<file path="config.mk">
export PLATFORM = sky130hd
export DESIGN_NAME = vga_mode_ctrl
export DESIGN_NICKNAME = d
export VERILOG_FILES = /design/src/rtl/vga_mode_ctrl.sv
export SDC_FILE = /design/constraint.sdc
export NUM_CORES = 1
export LEC_CHECK = 0
export ABC_AREA = 1
export CAP_MARGIN = 15
export CELL_PAD_IN_SITES_DETAIL_PLACEMENT = 0
export CELL_PAD_IN_SITES_GLOBAL_PLACEMENT = 2
export CORE_MARGIN = 4
export CORE_UTILIZATION = 18
export CTS_CLUSTER_DIAMETER = 100
export DETAILED_ROUTE_END_ITERATION = 6
export HOLD_SLACK_MARGIN = 0.05
export PLACE_DENSITY_LB_ADDON = 0.1
export REMOVE_ABC_BUFFERS = 1
export SLEW_MARGIN = 20
export SYNTH_ARGS = -nofsm -noshare
export SYNTH_HDL_FRONTEND = slang
export SYNTH_SLANG_ARGS = --single-unit
</file>
<file path="constraint.sdc">
create_clock -name pxl_clk -period 1.83 [get_ports pxl_clk]
set_clock_uncertainty 0.05 [all_clocks]
set_input_delay 0.4575 -clock pxl_clk [delete_from_list [all_inputs] [get_ports pxl_clk]]
set_output_delay 0.4575 -clock pxl_clk [all_outputs]
set_load 0.005 [all_outputs]
</file>
<file path="src/rtl/vga_mode_ctrl.sv">
// VGA mode controller: holds the VESA timing table, drives the timing core's configuration
// and reset, and sequences mode switches at end of frame.
module vga_mode_ctrl #(
    parameter int DEFAULT_MODE    = 0,
    parameter int RST_HOLD_CYCLES = 16,
    parameter bit WAIT_FRAME_END  = 1'b1,
    parameter int EOF_TIMEOUT     = 2**24
) (
    input  logic        pxl_clk,
    input  logic        pxl_rst,
    input  logic        mode_req_valid,
    input  logic [2:0]  mode_req_sel,
    output logic        mode_req_ready,
    output logic        mode_req_err,
    output logic        mode_done,
    output logic        mode_locked,
    output logic [1:0]  cur_mode,
    input  logic        vert_active,
    output logic        core_rst,
    output logic [31:0] horz_res,
    output logic [31:0] horz_front,
    output logic [31:0] horz_back,
    output logic [31:0] horz_sync_len,
    output logic [31:0] vert_res,
    output logic [31:0] vert_front,
    output logic [31:0] vert_back,
    output logic [31:0] vert_sync_len,
    output logic        hsync_pol,
    output logic        vsync_pol
);

    // state    | meaning
    // HOLD     | core held in reset while the loaded timing settles
    // RUN      | core running a stable mode, requests accepted
    // WAIT_EOF | new mode latched, core still running, waiting for frame end or timeout
    // SWITCH   | load new timing and put the core back into reset
    typedef enum logic [1:0] {HOLD, RUN, WAIT_EOF, SWITCH} state_t;

    typedef struct packed {
        logic [31:0] h_res;
        logic [31:0] h_fp;
        logic [31:0] h_bp;
        logic [31:0] h_sync;
        logic [31:0] v_res;
        logic [31:0] v_fp;
        logic [31:0] v_bp;
        logic [31:0] v_sync;
        logic        h_pol;
        logic        v_pol;
    } timing_t;

    localparam int HW = $clog2(RST_HOLD_CYCLES);
    localparam int TW = (EOF_TIMEOUT > 1) ? $clog2(EOF_TIMEOUT) : 1;
    localparam logic [HW-1:0] HOLD_LAST = HW'(RST_HOLD_CYCLES - 1);
    localparam logic [TW-1:0] TO_LAST   = TW'(EOF_TIMEOUT - 1);
    localparam logic [1:0]    DEF_MODE  = 2'(DEFAULT_MODE);

    function automatic timing_t mode_entry(input logic [1:0] m);
        timing_t t;
        case (m)
            2'd0:    t = '{32'd640,  32'd16, 32'd48,  32'd96,  32'd480,  32'd10, 32'd33, 32'd2, 1'b0, 1'b0};
            2'd1:    t = '{32'd800,  32'd40, 32'd88,  32'd128, 32'd600,  32'd1,  32'd23, 32'd4, 1'b1, 1'b1};
            2'd2:    t = '{32'd1024, 32'd24, 32'd160, 32'd136, 32'd768,  32'd3,  32'd29, 32'd6, 1'b0, 1'b0};
            default: t = '{32'd1280, 32'd48, 32'd248, 32'd112, 32'd1024, 32'd1,  32'd38, 32'd3, 1'b1, 1'b1};
        endcase
        return t;
    endfunction

    state_t          state;
    timing_t         cfg;
    logic [HW-1:0]   hold_cnt;
    logic [TW-1:0]   to_cnt;
    logic [1:0]      pend_mode;
    logic            vert_active_q;

    assign horz_res      = cfg.h_res;
    assign horz_front    = cfg.h_fp;
    assign horz_back     = cfg.h_bp;
    assign horz_sync_len = cfg.h_sync;
    assign vert_res      = cfg.v_res;
    assign vert_front    = cfg.v_fp;
    assign vert_back     = cfg.v_bp;
    assign vert_sync_len = cfg.v_sync;
    assign hsync_pol     = cfg.h_pol;
    assign vsync_pol     = cfg.v_pol;

    always_ff @(posedge pxl_clk or posedge pxl_rst) begin
        if (pxl_rst) begin
            state          <= HOLD;
            cfg            <= mode_entry(DEF_MODE);
            cur_mode       <= DEF_MODE;
            pend_mode      <= DEF_MODE;
            hold_cnt       <= '0;
            to_cnt         <= '0;
            vert_active_q  <= 1'b0;
            core_rst       <= 1'b1;
            mode_req_ready <= 1'b0;
            mode_locked    <= 1'b0;
            mode_req_err   <= 1'b0;
            mode_done      <= 1'b0;
        end else begin
            mode_req_err <= 1'b0;
            mode_done    <= 1'b0;
            case (state)
                HOLD: begin
                    vert_active_q <= 1'b0;
                    if (hold_cnt == HOLD_LAST) begin
                        state          <= RUN;
                        core_rst       <= 1'b0;
                        mode_done      <= 1'b1;
                        mode_locked    <= 1'b1;
                        mode_req_ready <= 1'b1;
                    end else begin
                        hold_cnt <= hold_cnt + 1'b1;
                    end
                end
                RUN: begin
                    vert_active_q <= vert_active;
                    if (mode_req_valid && mode_req_ready) begin
                        if (mode_req_sel[2]) begin
                            mode_req_err <= 1'b1;
                        end else if (mode_req_sel[1:0] != cur_mode) begin
                            pend_mode      <= mode_req_sel[1:0];
                            mode_req_ready <= 1'b0;
                            to_cnt         <= '0;
                            state          <= WAIT_FRAME_END ? WAIT_EOF : SWITCH;
                        end
                    end
                end
                WAIT_EOF: begin
                    vert_active_q <= vert_active;
                    // a frame that never ends must not block the switch forever
                    if ((vert_active_q && !vert_active) || to_cnt == TO_LAST) begin
                        state <= SWITCH;
                    end else begin
                        to_cnt <= to_cnt + 1'b1;
                    end
                end
                SWITCH: begin
                    cfg           <= mode_entry(pend_mode);
                    cur_mode      <= pend_mode;
                    core_rst      <= 1'b1;
                    mode_locked   <= 1'b0;
                    hold_cnt      <= '0;
                    vert_active_q <= 1'b0;
                    state         <= HOLD;
                end
                default: state <= HOLD;
            endcase
        end
    end

endmodule

</file>
==> out/metrics.csv <==
stage,metric,value,unit
yosys,synth.area.top_cells,"buf_4, dfrtp_1, nand2_1, nor2_1, dfstp_2",
yosys,ys_ff_latch,54,
worst_setup_path,r2r_start,to_cnt[1],
yosys,synth_compound_area_share,3.14,%
min_path,hold_path.class,input port to async pin,
worst_setup_path,cpMaxStageDelayCell,clkdlybuf4s50_1,
grt,overflow,0,
worst_setup_path,path_class,register to output port,
grt,antenna_found_initial,0,
yosys,synthArstFlopShare,100,%
routing,drtPass1Iterations,4,
clocking,cts_tree,done,
timing,finalCriticalPeriod,1780,ps
timing,clock.fmax,0.563,GHz
yosys,synth_area_leader_cell,buf_4,
worst_setup_path,path_cells,clkdlybuf4s50_1,
worst_setup_path,end_kind,output port,
cells_and_area,layout.nets,740,
power_and_ir_drop,power_per_cell_area,1140,nW/um2
clocking,clock_latency,300,ps
yosys,synth-adder-area-share,3.32,%
grt,grt_pass1_wl,18900,um
clocking,cts_htree_levels,2,
worst_setup_path,worstPathMaxFanout,8,
timing,final_hold_viol_count,0,
cells_and_area,layoutNonFillerInstCount,1062,
yosys,yosys_warnings,0,
timing,slew_violations,0,
yosys,synth_mux_area_share,0.204,%
cells_and_area,syn2layout_area_growth,9.42,%
place,numPortBuffers,53,
floorplan,coreArea,26900,um2
worst_setup_path,cp_num_cells,1,
routing,drc,0,
routing,wl,11900,um
power_and_ir_drop,vdd_drop_max,0.000477,V
worst_setup_path,cp-endpoint,horz_front[5],
worst_setup_path,startpoint_type,register,
floorplan,start_util,18.2,%
grt,grt_max_degree,25,
worst_setup_path,path_buf_inv,1,
job,cap_violations,0,
timing,worst_slack,52.6,ps
grt,grt_usage,7.68,%
yosys,syn_area_per_cell,7.56,um2
yosys,synth_ff_type,dfrtp_1,
cells_and_area,final_common_cell,conb_1,
floorplan,die_h,173,um
yosys,postSynthCellCount,648,
clocking,cts_root_buf,clkbuf_16,
clocking,cts_sinks,54,
yosys,ys_types,33,
clocking,cts_buffers,5,
yosys,netlist_area,4900,um2
cells_and_area,drive_gt1_share,11.4,%
floorplan,die_w,173,um
grt,grt_pass1_vias,3416,
power_and_ir_drop,power_leakage,2.77,nW
yosys,synth_edf_count,0,
place,place_inst,1049,
floorplan,rows,60,
timing,period_share,97.1,%
clocking,clk_pin_slew,80,ps
cells_and_area,layout_common_cells,"conb_1, nand2_1, nor2_1, dfrtp_1, buf_4",
routing,viasPerCell,3.14,
worst_setup_path,crit_family,buffers and inverters,
yosys,synth_top_family_by_area,buffers and inverters,
worst_setup_path,r2r_end,state[0],
routing,drt_iter0_drc,98,
worst_setup_path,critPathMaxStageDelay,530,ps
run_status,status,"finished, final reports clean",
worst_setup_path,rr_worst_depth,11,
yosys,yosys.area_share.simple,21.5,%
cells_and_area,fill_cells,3054,
worst_setup_path,critPathArrivalTime,1270,ps
worst_setup_path,reg2reg_setup_slack,160,ps
clocking,clk_path_buf_depth,2,
routing,dr_total_vias,3338,
place,dp_hpwl,9380,um
floorplan,io-pin-count,272,
timing,rsz0062_at_grt,no,
yosys,yosysTopAreaCellShare,37.4,%
place,gp_congestion,0.687,
routing,wl_per_cell,11.3,um
yosys,synth_xor_area_share,3.22,%
routing,detail-route-antenna-nets,0,
cells_and_area,antenna_cells,0,
yosys,ys_seq_area_share,27.8,%
place,dp_slack,-273,ps
floorplan,die_area,29900,um2
timing,setup_viol,0,
worst_setup_path,critPathRequiredTime,1320,ps
worst_setup_path,crit_path_start,vert_back[1],
## worst register-to-register path: cells and delay by family (launching register included)
kind,cells,cell delay (ps)
DFF,1,400
AOI/OAI and AO/OA,1,60
and+or+nand+nor,7,730
buffers and inverters,2,160
adders and majority gates,1,160
## state kept, by name, summed over array words and instances, names as in the netlist, 2 cells and up
name / flops
cur_mode: 2
state: 2
pend_mode: 2
vert_back: 5
hold_cnt: 4
horz_res: 4
to_cnt: 24
vert_sync_len: 2
## worst min path at each step
stage / start / to / cells past startpoint
6_report: pxl_rst / horz_res[5] / 2
5_1_grt: pxl_rst / horz_res[5] / 2
4_1_cts: pxl_rst / horz_res[5] / 2
3_5_place_dp: vert_back[0] / vert_back[0] / 2
3_3_place_gp: vert_back[0] / vert_back[0] / 2
2_1_floorplan: vert_back[0] / vert_back[0] / 2
## layout make-up
class / instances / area, um2 / area share [%]
multi-input combinational: 529 / 2380 / 44.4
clock buffer: 6 / 129 / 2.40
tap: 341 / 427 / 7.96
clock inverter: 2 / 37.5 / 0.700
timing repair buffer: 100 / 912 / 17.0
inverter: 30 / 113 / 2.10
sequential: 54 / 1360 / 25.4
## metal layers
metal | vias to the layer above | part of all wire, % | track usage [%]
met1 | 1542 | 44 | 9.53
met3 | 5 | 6.1 | 1.88
met2 | 128 | 50 | 13.8
li1 | 1663 | - | -
met5 | - | 0 | 0
met4 | 0 | 0.53 | 1.10
## metrics by stage
stage | area, um2 | hold slack, ps | setup TNS [ps] | power (mW) | util, %
global placement | 5140 | 410 | -5920 | 5.07 | 19.1
floorplan | 3830 | 407 | -470 | 3.22 | -
CTS | 5310 | 387 | 0 | 6.23 | 19.8
global route | 5360 | 406 | 0 | 6.64 | 19.9
detailed placement | 5140 | 410 | -6270 | 5.05 | 19.1
finish | 5360 | 380 | 0 | 6.09 | 19.9
## cells in the mapped netlist (4+ instances only)
cell and count:
buf_4 244, nand2_4 4, nor2_1 57, inv_2 4
nand4_1 9, inv_1 26, ha_1 13, xor2_1 5
dfstp_2 8, nand2_1 162, clkbuf_1 4, dfrtp_1 46
xnor2_1 13, o21ai_0 17, nand3_1 13
## cell families (layout without fill, tap and decap cells)
group / Yosys count / after routing
other: 1 / 218
DFF: 54 / 54
xor gates and xnor gates: 18 / 18
adders and majority gates: 13 / 13
and+or+nand+nor: 252 / 252
muxes: 1 / 1
AOI/OAI and AO/OA: 27 / 27
buffers and inverters: 282 / 138
## where the power goes
| group | internal (mW) | switching [mW] |
|---|---|---|
| Combinational | 1.37 | 1.69 |
| Clock | 0.649 | 0.498 |
| Sequential | 1.58 | 0.308 |
## what timing repair did
action	4_1_cts	5_1_grt
resized for setup	18	11
endpoints found under the setup margin	24	38
pin swaps	0	1
buffers inserted	4	1
hold buffers	0	0
Power figures use the tool's default switching activity.
